--- src/rtl/mux_nto1_rr.sv ---
// Parametrised N-to-1 registered multiplexer with valid/ready on every channel,
// round-robin or fixed-priority arbitration. Optional macro MUX_FORCE_SEL_EN adds a forced-select bypass.
module mux_nto1_rr #(
  parameter int WIDTH = 32,
  parameter int N     = 8,
  parameter int RR    = 1,
  parameter int SELW  = $clog2(N)
) (
  input  logic               clk,
  input  logic               rst,
  input  logic [N*WIDTH-1:0] in_data,
  input  logic [N-1:0]       in_valid,
  output logic [N-1:0]       in_ready,
  output logic [WIDTH-1:0]   out_data,
  output logic [SELW-1:0]    out_sel,
  output logic               out_valid,
  input  logic               out_ready
`ifdef MUX_FORCE_SEL_EN
  ,
  input  logic               force_en,
  input  logic [SELW-1:0]    force_sel
`endif
);

  logic             load;
  logic             hit;
  logic             bypass;
  logic [N-1:0]     gnt;
  logic [SELW-1:0]  win_idx;
  logic [WIDTH-1:0] win_data;
  logic [SELW-1:0]  ptr;

  // The output register can accept a new item when it is empty or being drained.
  assign load     = !out_valid || out_ready;
  assign in_ready = gnt;

  always_comb begin : arb
    int c;
    // NOTE: every signal gets a default before any branch so no latch is inferred.
    c        = 0;
    gnt      = '0;
    hit      = 1'b0;
    bypass   = 1'b0;
    win_idx  = '0;
    win_data = '0;
`ifdef MUX_FORCE_SEL_EN
    bypass = force_en;
    if (force_en && !rst && load && (int'(force_sel) < N)) begin
      if (in_valid[force_sel]) begin
        hit      = 1'b1;
        win_idx  = force_sel;
        win_data = in_data[int'(force_sel)*WIDTH +: WIDTH];
      end
    end
`endif
    if (!bypass && !rst && load) begin
      // Scan from ptr (round-robin) or from 0 (fixed priority), wrapping at N.
      for (int j = 0; j < N; j++) begin
        c = (RR != 0) ? int'(ptr) + j : j;
        if (c >= N) c = c - N;
        if (!hit && in_valid[c]) begin
          hit      = 1'b1;
          win_idx  = SELW'(c);
          win_data = in_data[c*WIDTH +: WIDTH];
        end
      end
    end
    if (hit) gnt[win_idx] = 1'b1;
  end

  // NOTE: sequential state is assigned with non-blocking (<=) so all registers update together.
  always_ff @(posedge clk or posedge rst) begin
    if (rst) begin
      out_valid <= 1'b0;
      out_data  <= '0;
      out_sel   <= '0;
      ptr       <= '0;
    end else begin
      if (hit) begin
        out_data  <= win_data;
        out_sel   <= win_idx;
        out_valid <= 1'b1;
        if (RR != 0 && !bypass)
          ptr <= (int'(win_idx) == N - 1) ? '0 : win_idx + SELW'(1);
      end else if (out_valid && out_ready) begin
        out_valid <= 1'b0;
      end
    end
  end

endmodule
--- config.mk ---
export PLATFORM = sky130hd
export DESIGN_NAME = mux_nto1_rr
export DESIGN_NICKNAME = d
export VERILOG_FILES = /design/src/rtl/mux_nto1_rr.sv
export SDC_FILE = /design/constraint.sdc
export NUM_CORES = 1
export LEC_CHECK = 0
export ABC_AREA = 1
export CAP_MARGIN = 0
export CORE_ASPECT_RATIO = 1.25
export CORE_UTILIZATION = 36
export CTS_BUF_LIST = sky130_fd_sc_hd__clkbuf_16
export DETAILED_ROUTE_END_ITERATION = 8
export HOLD_SLACK_MARGIN = 0.06
export SYNTH_ARGS = -nofsm -noshare
export SYNTH_HDL_FRONTEND = slang
export SYNTH_SLANG_ARGS = --single-unit
--- constraint.sdc ---
create_clock -name clk -period 5.8 [get_ports clk]
set_input_delay 1.16 -clock clk [delete_from_list [all_inputs] [get_ports clk]]
set_output_delay 1.16 -clock clk [all_outputs]
set_load 0.05 [all_outputs]
# --- Word level (Yosys, flattened, before mapping) ---
# Index checks and enable logic that the tools add are counted.
op_classes:
  add_sub_neg: 16
  reduce_logical: 21
  mux: 80
  n_lt_le_gt_ge: 18
  shift: 8
  eq_ne: 1
ops:
  columns: ["op", "n"]
  rows:
  - ["256-bit by 32-bit indexed part select with 32-bit output", 8]
  - ["32-bit two-way mux", 25]
  - ["32-bit by 5-bit < comparator with 1-bit output (second input constant)", 8]
  - ["1-bit two-way mux", 35]
  - ["4-bit by 4-bit subtractor with 5-bit output (second input constant)", 7]
  - ["3-bit two-way mux", 10]
  - ["4-bit greater-or-equal comparator (second input constant)", 7]
  - ["1-bit binary-select mux with 3-bit select", 8]
  - ["3-bit by 3-bit adder with 4-bit output (second input constant)", 4]
  - ["1-bit logical AND", 10]
  - ["1-bit zero test", 9]
  - ["3-bit by 2-bit adder with 4-bit output (second input constant)", 2]
  - ["8-bit two-way mux", 1]
  - ["3-bit by 4-bit subtractor with 5-bit output (second input constant)", 1]
  - ["3-bit by 1-bit adder with 4-bit output (second input constant)", 1]
  - ["3-bit by 4-bit greater-or-equal comparator with 1-bit output (second input constant)", 1]
  - ["3-bit by 4-bit < comparator with 1-bit output (second input constant)", 1]
  - ["3-bit by 1-bit adder with 3-bit output (second input constant)", 1]
  - ["1-bit demux with 3-bit select", 1]
  - ["3-bit by 1-bit == test with 1-bit output (second input constant)", 1]
  - ["3-bit by 1-bit greater-or-equal comparator with 1-bit output (second input constant)", 1]
  - ["2-bit nonzero test", 1]
  - ["1-bit logical OR", 1]
totals:
  elab_cells: 148
  out_inout_bits: 44
  regBits: 39

# --- Logic depth before layout (Yosys ltp) ---
logic_depth:
  depth_word: 42
  depth_mapped: 25

# --- Least setup slack after synthesis ---
# OpenSTA, ideal clock, no wires.
synth_path:
  path_type: "reg-to-output"
  startpoint: "reg ptr[1]"
  endpoint: "out in_ready[6]"
  t_arrival_ns: 3.872
  n_path_buf: 6
  t_required_ns: 4.640
  stages_incl_launch_ff: 22
  path_slack_ns: 0.768
  path_cell_list: "dfrtp_1 > buf_2 > inv_2 > buf_2 > clkbuf_1 > clkbuf_1 > ha_1 > buf_2 > inv_2 > nand3_1 > nand3_1 > nand2_1 > nor2_4 > nand4_4 > nor2_4 > nand3_2 > buf_6 > nand3_1 > nand2_1 > inv_2 > nand2_1 > nor2_1"
synth_via:
  elab_chain_len: 41
  word_cells_on_any_way: 108
synth_lines:
  columns: ["item", "line", "rtl"]
  rows:
  - ["start, declared", "31", "logic [SELW-1:0] ptr;"]
  - ["start signal, assigned", "84", "ptr <= (int'(win_idx) == N - 1) ? '0 : win_idx + SELW'(1);"]
  - ["branches (longest 34 deep; another with 4-bit by 4-bit subtractor with 5-bit output)", null, null]
  - ["3-bit two-way mux (*)", "61", "if (!hit && in_valid[c]) begin"]
  - ["3-bit two-way mux (*)", "56", "if (!bypass && !rst && load) begin"]
  - ["named net win_idx[2]", "29", "logic [SELW-1:0] win_idx;"]
  - ["3-bit by 4-bit < comparator with 1-bit output (implied by the code) / 3-bit by 1-bit greater-or-equal comparator with 1-bit output (equally long branches)", "68", "if (hit) gnt[win_idx] = 1'b1;"]
  - ["1-bit logical AND (implied by the code)", "68", null]
  - ["1-bit two-way mux (implied by the code)", "68", null]
  - ["1-bit demux with 3-bit select (*)", "68", null]
  - ["8-bit two-way mux (*)", "68", null]
  - ["end, declared", "13", "output logic [N-1:0] in_ready,"]
# Mark *: on every way through the listed nets, which the timed path passes. The select of a mux whose other input is x is not followed.

# --- Worst setup path in the final report ---
layout_path:
  startpoint: "in in_valid[7]"
  endpoint: "out in_ready[6]"
layout_via:
  elab_chain_len: 38
  word_cells_on_any_way: 69
layout_lines:
  columns: ["item", "line", "rtl"]
  rows:
  - ["start, declared", "12", "input logic [N-1:0] in_valid,"]
  - ["1-bit binary-select mux with 3-bit select", "61", null]
  - ["1-bit two-way mux (implied by the code) (2 in a row)", "61", null]
  - ["1-bit two-way mux", "61", null]
  - ["1-bit two-way mux", "56", null]
  - ["1-bit zero test", "61", null]
  - ["1-bit logical AND", "61", null]
  - ["1-bit two-way mux", "61", null]
  - ["1-bit two-way mux", "56", null]
  - ["[... 21 more ...]", null, null]
  - ["1-bit logical AND", "61", null]
  - ["3-bit two-way mux", "61", null]
  - ["3-bit two-way mux", "56", null]
  - ["3-bit by 4-bit < comparator with 1-bit output (implied by the code) / 3-bit by 1-bit greater-or-equal comparator with 1-bit output (equally long branches)", "68", null]
  - ["1-bit logical AND (implied by the code)", "68", null]
  - ["1-bit two-way mux (implied by the code)", "68", null]
  - ["1-bit demux with 3-bit select", "68", null]
  - ["8-bit two-way mux (*)", "68", null]
# Mark *: on every way between the ends. The rest lies on a longest branch, timed or not. The select of a mux whose other input is x is not followed.

==> results <==
- Dividing total power by cell area gives a power density of 700 nW/um^2.
- Of the post-synthesis cell area, the part taken by muxes is 0.0735.
- The worst setup slack after placement is 546 ps.
- The region available for standard cell placement spans 37300 um^2.
- The class of the worst hold path is reg2reg.
- The number of global-route vias before repair is 18.1k.
- The first global-routing pass estimated 102000 um of wire.
- Summed over all layers, the routed wires come to 68400 um.
- The top cell types in the final layout, fill and taps aside, are 1269 x sky130_fd_sc_hd__nand2_1, 448 x sky130_fd_sc_hd__o21ai_0, 302 x sky130_fd_sc_hd__clkdlybuf4s50_1.
- The final worst-path cycle share is 0.911.
- The cell row count is 79.
- The CTS tree is yes.
- The area of the multi-input gates is 11000 um^2.
- For this run, design rule violations remaining after detail routing come to 0.
- The top-area cell type share of the netlist area is 0.350.
- In this run the cell area measured after placement is 16900 um^2.
- The number of iterations in the first detailed-routing pass is 7.
- The most common cell after layout, fill and taps aside is sky130_fd_sc_hd__nand2_1.
- The worst setup path startpoint is in_valid[7].
- The total of fill cells in the finished design is 4159.
- The die area is 38600 um^2.
- The maximum buffer depth of the clock tree is 2.
- The max-slew violation total from the final report is 0.
- The complex-gate fraction of the synthesized area was 0.235.
- The final total negative setup slack is 0 ps.
- The H-tree depth is 2.
- Max-cap violations in this run came to 0.
- The count of buffers inserted at the top-level ports is 310.
- In this run the static leakage power is 8.62 nW.
- Clock tree synthesis inserted a total of 5 buffers.
- Total power for the finished layout comes to 11.9 mW.
- The final antenna-violating net count is 0.
- In this run the post-CTS setup repair buffer count came out at 0.
- The routed layout has 19.0k vias.
- The time the worst path needs with I/O delays and setup is 5290 ps.
- The maximum number of pins on one net before global-route repair is 103.
- The average instance in the mapped netlist occupies 4.87 um^2.
- STA classifies the critical path startpoint as an input port.
- For this block, the initial DRC count from the detailed router was 1795.
- Setup violations remaining at the end of the flow were counted as 0.
- The depth of the most critical reg-to-reg path is 15.
- The post-DP HPWL is 49400 um.
- The total nets after synthesis is 3073.
- The cell type contributing the most total cell area after synthesis is sky130_fd_sc_hd__nand2_1.
- The yosys synthesis warning count is 0.
- The hold buffer count at CTS is 0.
- Dividing the detail-routed via count by the number of cells gives 5.52.
- The mapped cell area is 13600 um^2.
- The later pin in the worst-skew pair is clocked with a latency of 300 ps.
- The layout overhead on the synthesized area is 25.3%.
- Across the whole layout, storage elements account for 985 um^2.
- The simple-gate portion of the synthesized area is 0.485.
- The initial antenna violation count is 4.
- VDD sags by at most 0.388 mV.
- Data arrives at the worst endpoint at 4130 ps.
- The total overflow left after global routing is 0.
- The starting density of the core is 0.366.
- Setup repair after global routing left no endpoint under its margin.
- STA classifies the critical path endpoint as an output port.
- In this run the vertical extent of the chip is 219 um.
- The post-synthesis share of cell area spent on full adders, half adders and majority gates is 0.00735.
- From left edge to right edge, the die measures 176 um.
- The cell with the largest stage delay on the worst path is sky130_fd_sc_hd__clkdlybuf4s50_1.
- The number of standard cells after synthesis is 2798.
- The worst stage delay on the critical path is 420 ps.
- For the pin with the worst max-slew slack, the measured transition is 1280 ps.
- The worst max-slew margin expressed relative to the limit is 0.139.
- The data required time of the critical path is 4640 ps.
- The type of the setup path with the least slack is in2out.
- The clock skew is 9.26 ps.
- The number of failing hold endpoints at the final stage is 0.
- The distinct cell type count after synthesis is 36.
- The signal on the critical path passes through clkdlybuf4s50_1 -> nand2_1 -> nand3_1 -> nand3_1 -> nand2_2 -> nor2_4 -> nand4_4 -> nor2_4 -> nand3_2 -> nand3_1 -> nand3_1 -> nand2_1 -> nor2_1 -> buf_12.
- Of all nets on the critical path, the largest fanout is 13.
- The number of cells on the worst hold path is 2.
- By area, the combinational part of the netlist is dominated by simple AND/OR/NAND/NOR gates.
- Ranked by total cell area, the synthesized netlist is headed by sky130_fd_sc_hd__nand2_1 35%, sky130_fd_sc_hd__o21ai_0 16%, sky130_fd_sc_hd__mux2i_1 7.3%, sky130_fd_sc_hd__dfrtp_1 7.2%, sky130_fd_sc_hd__nand3_1 7.1%.
- The run finished with clean final reports.
- After synthesis the netlist holds a flip-flop and latch count of 39.
- Of the cells placed in the final design, the portion with a size suffix greater than 1 is 0.0407.
- The worst path meets setup with 514 ps of slack.
- The routability congestion estimate is 0.986.
- The count of instances resized after the clock tree is built is 0.
- The beginning of the worst register-to-register path is ptr[0].
- 311 I/O pins were placed.
- Clock-pin slew was measured on the worst setup and hold paths at 60 ps.
- Derived from the worst setup path, the maximum achievable clock frequency is 0.189 GHz.
- The share of the Yosys chip area taken by registers is 0.0717.
- The global-route usage over all layers is 0.351.
- The count of nets after finishing is 3223.
- The post-synthesis xor/xnor area fraction is 0.00358.
- The cell that appears most often on the critical path is sky130_fd_sc_hd__nand3_1.
- CTS saw 39 sinks.
- In the final routed layout, each cell accounts on average for 19.9 um.
- The origin of the worst min-delay path is out_data[14].
- After routing the design area is 17100 um^2.
- The cell at the root of the clock tree is sky130_fd_sc_hd__clkbuf_16.
==> synth_stat cells <==
cell,n
sky130_fd_sc_hd__xor2_2,2
sky130_fd_sc_hd__o21ai_0,448
sky130_fd_sc_hd__a21oi_1,73
sky130_fd_sc_hd__buf_4,5
sky130_fd_sc_hd__nand4_4,1
sky130_fd_sc_hd__o21ai_1,16
sky130_fd_sc_hd__a31oi_1,15
sky130_fd_sc_hd__nor3_1,1
sky130_fd_sc_hd__a21oi_2,8
sky130_fd_sc_hd__buf_6,6
sky130_fd_sc_hd__inv_1,195
sky130_fd_sc_hd__xnor2_2,1
sky130_fd_sc_hd__nand3_1,194
sky130_fd_sc_hd__nand2_2,5
sky130_fd_sc_hd__ha_1,8
sky130_fd_sc_hd__nor2_4,2
sky130_fd_sc_hd__clkbuf_1,110
sky130_fd_sc_hd__o211ai_1,15
sky130_fd_sc_hd__buf_1,27
sky130_fd_sc_hd__buf_2,64
sky130_fd_sc_hd__nor2_2,3
sky130_fd_sc_hd__a21boi_0,13
sky130_fd_sc_hd__or2_2,19
sky130_fd_sc_hd__a21o_1,1
sky130_fd_sc_hd__nand3_2,3
sky130_fd_sc_hd__nand4_1,3
sky130_fd_sc_hd__nor2_1,97
sky130_fd_sc_hd__mux2i_1,100
sky130_fd_sc_hd__dfrtp_1,39
sky130_fd_sc_hd__o21a_1,1
sky130_fd_sc_hd__o22ai_1,1
sky130_fd_sc_hd__o21bai_1,15
sky130_fd_sc_hd__nand3b_1,32
sky130_fd_sc_hd__clkinv_1,1
sky130_fd_sc_hd__inv_2,5
sky130_fd_sc_hd__nand2_1,1269
==> area by class of cell <==
| class | instances | share of cell area |
|---|---|---|
| Clock buffer | 5 | 0.00733 |
| Tap cell | 486 | 0.0356 |
| Inverter | 201 | 0.0446 |
| Antenna cell | 4 | 0.000586 |
| Sequential cell | 39 | 0.0577 |
| Timing Repair Buffer | 355 | 0.206 |
| Multi-Input combinational cell | 2346 | 0.645 |
| Clock inverter | 3 | 0.00374 |
==> final timing paths <==
check | endpoint | slack (ps)
max | in_ready[6] | 510
min | out_data[14] | 490
min reg2reg | out_data[14] | 490
max in group asynchronous | ptr[0] | 3670
max reg2reg | out_data[8] | 1360
min in group asynchronous | out_data[19] | 1440
==> logic make-up after synthesis <==
logic type	after synthesis
AOI/OAI and AO/OA	606
muxes	100
buffers and inverters	413
and+or+nand+nor	1629
adders and majority gates	8
xor gates and xnor gates	3
DFF	39
==> routing by layer <==
| layer | global-route usage | wire length (um) | up-vias |
|---|---|---|---|
| li1 | - | - | 9294 |
| met1 | 0.353 | 23600 | 8510 |
| met2 | 0.638 | 33700 | 906 |
| met3 | 0.0430 | 4260 | 267 |
| met4 | 0.312 | 6790 | 0 |
| met5 | 0 | 0 | - |
==> registers in the layout, summed over array words and instances (netlist names) <==
register and cells:
out_data 32, out_sel 3, ptr 3, out_valid 1
==> critical path, delay by kind of cell <==
family / cells / cell delay [ps]
simple gates: 12 / 2370
buf+inv: 2 / 570
==> metrics by stage <==
stage	hold WS, ps	util	std cells
5_1_grt	512	0.458	3439
3_3_place_gp	470	0.453	3427
2_1_floorplan	755	-	2798
6_report	487	0.458	3439
4_1_cts	488	0.458	3435
3_5_place_dp	470	0.453	3427
==> power by group <==
part           internal (mW)  switching [mW]  leakage [nW]
sequential             0.414           0.181         0.479
clock                  0.246           0.134        0.0952
combinational           3.39            7.58          8.04
total                   4.05            7.89          8.62
No activity file was read; power rests on OpenSTA's default activity.
==> variant: new RTL, config.mk and constraints unchanged <==
Reset style: synchronous (`rst`), changed in one clocked block.
--- a/src/rtl/mux_nto1_rr.sv
+++ b/src/rtl/mux_nto1_rr.sv
@@ -71,3 +71,3 @@
   // NOTE: sequential state is assigned with non-blocking (<=) so all registers update together.
-  always_ff @(posedge clk or posedge rst) begin
+  always_ff @(posedge clk) begin
     if (rst) begin
Function: not settled (the Yosys comparison gave no result); the edit may change what the design does.
==> variant against the unedited design <==
- sequential cell count unchanged
- critical path depth down 1
- core utilization is essentially flat
- worst setup slack got worse by 0.15 ns
- wire length shrank 13%
- design area fell by 4.8%
- critical path type is now reg2out
- synthesized area is 4.8% lower
Power is not compared: it rests on default switching activity, and its combinational part moved more than twofold at a synthesized area within 25%.
==> variant: results (changes against the unedited design) <==
* Number of non-clock buffers at 342 (-3.7%)
* Global routing usage on met3 at 2.66% (-1.6 points)
* Per-cell routed wire length at 17.5 µm (-12%)
* Layout Skew at 0.00543 ns (-0.00383 ns)
* Outcome: complete, no violations
* Layout filler cell count at 3980 (-4.3%)
* Post-synthesis instance total at 2807 (+0.32%)
* Nonclk inv count at 193 (-4.0%)
* Global-route met2 utilization at 57.5% (-6.3 points)
* Starting DRT DRC Count at 1404 (-22%)
* Distinct cell type count after synthesis at 41 (+14%)
* Ant. Diodes at 3 (-1)
* Largest cells by area after synthesis: sky130_fd_sc_hd__nand2_1 (38%), sky130_fd_sc_hd__o21ai_0 (20%), sky130_fd_sc_hd__dfxtp_1 (6.0%)
* Number of multi-input combinational cells at 2356 (+0.43%)
* GRT Overall Usage at 32.1% (-3.0 points)
* Layout Nets at 3212 (-0.34%)
* Antenna violations before repair at 3 (-1)
* Vias post-DR at 18374 (-3.2%)
* Post-place setup slack at 0.700 ns (+0.154 ns)
* Global placement routability congestion at 0.944 (-4.3%)
* GR met1 Demand/Resource at 34.0% (-1.3 points)
* Main synth FF type: sky130_fd_sc_hd__dfxtp_1
* Average vias per placed instance at 5.38 (-2.5%)
* Clock network area share at 0.862% (-0.24 points)
* Asr flop ratio synth at 0% (-100 points)
* Compound-gate portion of the synthesized area at 28.9% (+5.4 points)
* Sequential cell area fraction in the yosys report at 6.02% (-1.1 points)
* Share of final layout cell area taken by non-clock buffers at 21.1% (+0.56 points)
* Vias in the first global route at 17365 (-3.9%)
* Length of routed met3 wiring at 3960 µm (-7.0%)
* Area taken by flip-flops and latches at 790 µm² (-20%)
* Measured slew at the worst slew-check pin at 0.988 ns (-0.290 ns)
* Area after DPL at 0.0161 mm² (-4.5%)
* Area of the mapped netlist at 0.0130 mm² (-4.8%)
* Placed Cells incl. Taps at 3404 (-0.67%)
* Maximum fanout count along the critical path at 50 (+37)
* Pin count of the biggest net entering global routing at 213 (+110%)
* Number of cells on the worst reg-to-reg path at 16 (+1)
==> variant: worst paths after layout <==
kind / slack (ns) / endpoint / startpoint
max: 0.36 / in_ready[5] / ptr[1]
min: 0.47 / out_data[11] / out_data[11]
max reg2reg: 1.33 / ptr[2] / ptr[1]
min reg2reg: 0.47 / out_data[11] / out_data[11]
==> variant: critical path, cell delays in order, from the launching register on <==
cell and delay [ns]:
sky130_fd_sc_hd__dfxtp_4 0.65, sky130_fd_sc_hd__inv_2 0.37, sky130_fd_sc_hd__ha_4 0.73, sky130_fd_sc_hd__nand3_1 0.21, sky130_fd_sc_hd__nand3_2 0.15, sky130_fd_sc_hd__nand2_2 0.12, sky130_fd_sc_hd__nor2_8 0.14, sky130_fd_sc_hd__nand4_4 0.14
sky130_fd_sc_hd__nor2_8 0.20, sky130_fd_sc_hd__nand3_4 0.30, sky130_fd_sc_hd__nand3_1 0.19, sky130_fd_sc_hd__nand3_2 0.18, sky130_fd_sc_hd__nor3_1 0.39, sky130_fd_sc_hd__buf_12 0.19
